[config.mk]
export PLATFORM = sky130hd
export DESIGN_NAME = fft_in_loader
export DESIGN_NICKNAME = d
export VERILOG_FILES = /design/src/rtl/fft_in_loader.sv
export SDC_FILE = /design/constraint.sdc
export NUM_CORES = 2
export LEC_CHECK = 0
export CORE_ASPECT_RATIO = 0.8
export CORE_MARGIN = 2
export CORE_UTILIZATION = 50
export CTS_CLUSTER_DIAMETER = 50
export DETAILED_ROUTE_END_ITERATION = 8
export PLACE_DENSITY = 0.78
export RECOVER_POWER = 100
export SETUP_SLACK_MARGIN = 0.2
export SYNTH_ARGS = -nofsm -noshare
export SYNTH_HDL_FRONTEND = slang
export SYNTH_SLANG_ARGS = --single-unit
[constraint.sdc]
create_clock -name clk -period 3.5 [get_ports clk]
set_clock_uncertainty 0.2 [all_clocks]
set_input_delay 0.7 -clock clk [delete_from_list [all_inputs] [get_ports clk]]
set_output_delay 0.7 -clock clk [all_outputs]
set_load 0.1 [all_outputs]
[src/rtl/fft_in_loader.sv]
// Double-buffered 32-point complex frame loader: fills one bank sample by sample
// while the other bank is presented as a full 32-lane frame to the FFT core.
module fft_in_loader #(
   parameter int W      = 15,
   parameter int BITREV = 0
) (
   input  logic              clk,
   input  logic              arstb,
   input  logic              rstb,
   input  logic              in_valid,
   output logic              in_ready,
   input  logic [W-1:0]      in_r,
   input  logic [W-1:0]      in_i,
   output logic              out_valid,
   input  logic              out_ready,
   output logic [32*W-1:0]   out_r,
   output logic [32*W-1:0]   out_i,
   output logic [4:0]        wr_idx
);

   localparam logic [4:0] LAST_IDX = 5'd31;

   logic [W-1:0] mem_r [2][32];
   logic [W-1:0] mem_i [2][32];

   logic [1:0]   full;
   logic [1:0]   full_nxt;
   logic         wbank;
   logic         rbank;
   logic         accept;
   logic         drain;
   logic         frame_done;
   logic [4:0]   lane;

   function automatic logic [4:0] bitrev5(input logic [4:0] v);
      logic [4:0] r;
      for (int b = 0; b < 5; b++) begin
         r[b] = v[4-b];
      end
      return r;
   endfunction

   // Handshakes depend only on registered flags, so no combinational path
   // runs from in_valid/out_ready back to in_ready/out_valid.
   assign in_ready   = !full[wbank];
   assign out_valid  = full[rbank];
   assign accept     = in_valid && in_ready;
   assign drain      = out_valid && out_ready;
   assign frame_done = accept && (wr_idx == LAST_IDX);
   assign lane       = (BITREV != 0) ? bitrev5(wr_idx) : wr_idx;

   // NOTE: every output of a combinational block gets a default first so no
   // path through the block leaves it unassigned and infers a latch.
   always_comb begin
      full_nxt = full;
      if (frame_done) full_nxt[wbank] = 1'b1;
      if (drain)      full_nxt[rbank] = 1'b0;
   end

   // NOTE: sequential state uses non-blocking assignments so every register
   // samples pre-edge values and simulation matches the synthesized flops.
   always_ff @(posedge clk or negedge arstb) begin
      if (!arstb) begin
         full   <= '0;
         wbank  <= 1'b0;
         rbank  <= 1'b0;
         wr_idx <= '0;
      end else if (!rstb) begin
         full   <= '0;
         wbank  <= 1'b0;
         rbank  <= 1'b0;
         wr_idx <= '0;
      end else begin
         full <= full_nxt;
         if (accept) wr_idx <= wr_idx + 5'd1;
         if (frame_done) wbank <= !wbank;
         if (drain)      rbank <= !rbank;
      end
   end

   // NOTE: the banks are deliberately reset; a cleared frame must read back as
   // zero, so this storage stays in flops rather than an unreset RAM.
   always_ff @(posedge clk or negedge arstb) begin
      if (!arstb) begin
         for (int b = 0; b < 2; b++) begin
            for (int k = 0; k < 32; k++) begin
               mem_r[b][k] <= '0;
               mem_i[b][k] <= '0;
            end
         end
      end else if (!rstb) begin
         for (int b = 0; b < 2; b++) begin
            for (int k = 0; k < 32; k++) begin
               mem_r[b][k] <= '0;
               mem_i[b][k] <= '0;
            end
         end
      end else if (accept) begin
         mem_r[wbank][lane] <= in_r;
         mem_i[wbank][lane] <= in_i;
      end
   end

   // Lanes are forced to zero whenever no frame is being offered.
   always_comb begin
      out_r = '0;
      out_i = '0;
      if (out_valid) begin
         for (int k = 0; k < 32; k++) begin
            out_r[k*W +: W] = mem_r[rbank][k];
            out_i[k*W +: W] = mem_i[rbank][k];
         end
      end
   end

endmodule

==> impl_metrics.csv <==
group,metric,value,unit
status,status,"complete, but fails checks",
status,violations,"max-capacitance violations, max-slew violations, negative setup slack",
worst_setup_path,rr_worst_depth,4,
clock_tree,cts_sinks,1929,
synth,syn_nets,8965,
power_and_ir_drop,p_int,35.8,mW
routing,route.vias.total,76000,
routing,routedWlPerCell,28.6,um
clock_tree,cts_tree,"done",
synth,async_flop_share,1.00,
worst_setup_path,cp_slowest_cell,"mux2i_1",
sta,maxSlewHeadroom,-0.192,
floorplanning,core_region_area,187000,um2
finish,nFillCells,11700,
worst_setup_path,crit_type,"flip-flop to output pin",
synth,synthesis.area,94000,um2
power_and_ir_drop,p_sw,11.1,mW
global_route,grt_overflow,0,
placed_design,io_buffer_count,1001,
worst_setup_path,cpMostUsedCell,"buf_12",
power_and_ir_drop,combPwrFrac,0.047,
clock_tree,clk_latency,0.84,ns
sta,tightest_slew,1.79,ns
worst_setup_path,cp.required,2.60,ns
worst_setup_path,critical_path.cell_chain,"buf_12 > buf_16 > buf_4 > mux2i_1 > nor2_4 > buf_12",
routing,ant_nets,0,
finish,drive_gt1_frac,0.259,
power_and_ir_drop,ir_drop,0.457,mV
global_route,grt_max_degree,159,
power_and_ir_drop,pwr-share-seq,0.478,
worst_setup_path,crit_arrival,2.96,ns
global_route,antenna_found_initial,21,
global_route,grt_pass1_wl,507,mm
finish,final_util,0.697,
clock_tree,root_buffer,"clkbuf_16",
finish,final_net_count,9797,
worst_setup_path,path_delay_family,"buffers and inverters",
sta,fin_crit,3.86,ns
clock_tree,cts_buffer_depth,3,
routing,drt_iter0_drc,8847,
sta,hold_slack,0.274,ns
floorplanning,die_w,489,um
hold_path,holdPathStages,3,
sta,final.period_utilization,1.10,
power_and_ir_drop,leakagePower,49.8,nW
routing,drtPass1Iterations,7,
hold_path,hp-class,"input port to flip-flop",
sta,setup_slack,-0.360,ns
routing,vias_per_cell,6.10,
global_route,grt_pass1_vias,76600,
finish,area_growth,38.7,%
sta,rsz0062_at_grt,"true",
finish,mostFrequentLayoutCell,"mux2i_1",
worst_setup_path,start_kind,"flip-flop",
clock_tree,clk_pin_slew,0.06,ns
power_and_ir_drop,switching_share,0.237,
routing,postRouteWirelength,357,mm
floorplanning,die_h,392,um
placed_design,dpl.hpwl,213,mm
sta,slew_violations,172,
synth,syn_avg_cell_area,10.5,um2
worst_setup_path,cp_num_cells,6,
synth,synth_cells,8925,
sta,setup_viol_count_final,950,
flow_run,drv_cap,2,
synth,synth_top_area_frac,0.513,
synth,synth.area.top_cells,"dfrtp_1 (51%), mux2i_1 (29%), nand2_1 (7.1%), nor2_1 (3.8%), clkbuf_1 (2.2%)",
synth,yosysTopAreaCell,"dfrtp_1",
synth,ys_ff_latch,1929,
finish,final_cell_mix,"mux2i_1 (2487), dfrtp_1 (1927), nand2_1 (1745), buf_12 (1056), nor2_1 (469)",
routing,drc,0,
synth,synth_top_flop_cell,"dfrtp_1",
floorplanning,die_area,192000,um2
power_and_ir_drop,cellPowerDensity,359,nW/um2
clock_tree,cts_buffers,194,
synth,synth_edf_count,0,
synth,yosys_warnings,0,
floorplanning,initial_utilization,0.503,
worst_setup_path,crit_fanout,30,
sta,fmax,259,MHz
worst_setup_path,critPathCaptureType,"output pin",
sta,hold_violations,0,
worst_setup_path,critPathBufInv,4,
clock_tree,cts_max_level,4,
floorplanning,io_pins,1002,
floorplanning,rows,142,
placed_design,gp_congestion,0.890,
worst_setup_path,cpPeakStageDelay,0.66,ns
synth,ys_seq_area_frac,0.513,
global_route,grt_use_total,0.355,
synth,synthDistinctLibCells,39,
power_and_ir_drop,p_clk_frac,0.475,
-- cell families (layout without fill, tap and decap cells) --
group | count (synthesis) | in the layout | share of synthesized area
mux | 2702 | 2702 | 0.288
compound gates | 431 | 431 | 0.0292
fa+ha+maj | 5 | 5 | 0.000665
buf+inv | 901 | 1892 | 0.0473
flops | 1929 | 1929 | 0.513
other cells | 0 | 18 | 0
simple gates | 2957 | 2957 | 0.122
-- cell usage after synthesis (11+ instances only) --
| cell type | number |
|---|---|
| buf_2 | 170 |
| buf_4 | 93 |
| a21oi_1 | 187 |
| buf_6 | 67 |
| mux2i_1 | 2701 |
| o21ai_0 | 174 |
| a211oi_4 | 22 |
| nor2_1 | 961 |
| clkbuf_1 | 552 |
| a211oi_2 | 32 |
| nand3_1 | 189 |
| buf_1 | 11 |
| nand2_1 | 1774 |
| dfrtp_1 | 1929 |
-- cell type report --
cell class / instances / area [um2] / area share
clock inverter: 74 / 1090 / 0.00837
tap: 2520 / 3150 / 0.0242
inverter: 8 / 33.8 / 0.000259
clock buffer: 281 / 5710 / 0.0437
timing repair buffer: 1529 / 27500 / 0.211
sequential: 1929 / 48300 / 0.370
multi-input combinational: 6095 / 44600 / 0.342
antenna: 18 / 45.0 / 0.000345
-- metrics by stage --
| step | instances | setup TNS, ns | power, mW | cell area, um2 | setup WS [ns] |
|---|---|---|---|---|---|
| after global routing | 12500 | -219.57 | 48.0 | 130000 | -0.392 |
| after CTS | 12400 | -154.37 | 46.9 | 129000 | -0.292 |
| final | 12500 | -147.18 | 46.9 | 130000 | -0.360 |
| after floorplan | 8925 | 0 | 23.7 | 94700 | 0.123 |
| after detailed placement | 11900 | 0 | 25.0 | 118000 | 0.297 |
| after global placement | 11900 | 0 | 25.0 | 118000 | 0.339 |
-- state kept, by name (all words and copies together) (netlist names) --
signal and count:
mem_i 960, full 2, mem_r 960, wr_idx 5, wbank 1, rbank 1
-- worst paths after layout --
check,start,endpoint,slack (ns)
max,rbank,out_i[161],-0.36
min,rstb,mem_i[484],0.27
max reg2reg,wr_idx[4],mem_i[201],-0.04
min reg2reg,mem_r[231],mem_r[231],0.33
max in group asynchronous,arstb,rbank,0.17
min in group asynchronous,arstb,mem_i[574],0.73
-- timing repair --
action	4_1_cts	5_1_grt
endpoints found under the setup margin	962	962
resized for setup	430	403
gates cloned	81	40
hold buffers	1	0
buffers inserted	71	13
pin swaps	30	105
hold endpoints to repair	43	0
-- per-layer routing --
layer  GRT usage  vias up  wire (um)
li1            -    31600          -
met1       0.447    38700     129000
met2       0.532     4599     164000
met3      0.0938     1077      35200
met4       0.248        4      28400
met5           0        -         19
-- worst min-delay path, delay by kind of cell --
| kind | cells | cell delay [ns] |
|---|---|---|
| buf+inv | 1 | 0.21 |
| simple gates | 1 | 0.16 |
| mux | 1 | 0.06 |
-- power by group through the flow --
stage / clock, mW / combinational, mW / sequential [mW]
6_report: 22.3 / 2.21 / 22.4
2_1_floorplan: 0 / 0.872 / 22.8
3_3_place_gp: 0 / 2.16 / 22.8
4_1_cts: 22.3 / 2.24 / 22.4
5_1_grt: 23.3 / 2.31 / 22.4
3_5_place_dp: 0 / 2.22 / 22.8
Power figures use the tool's default switching activity.
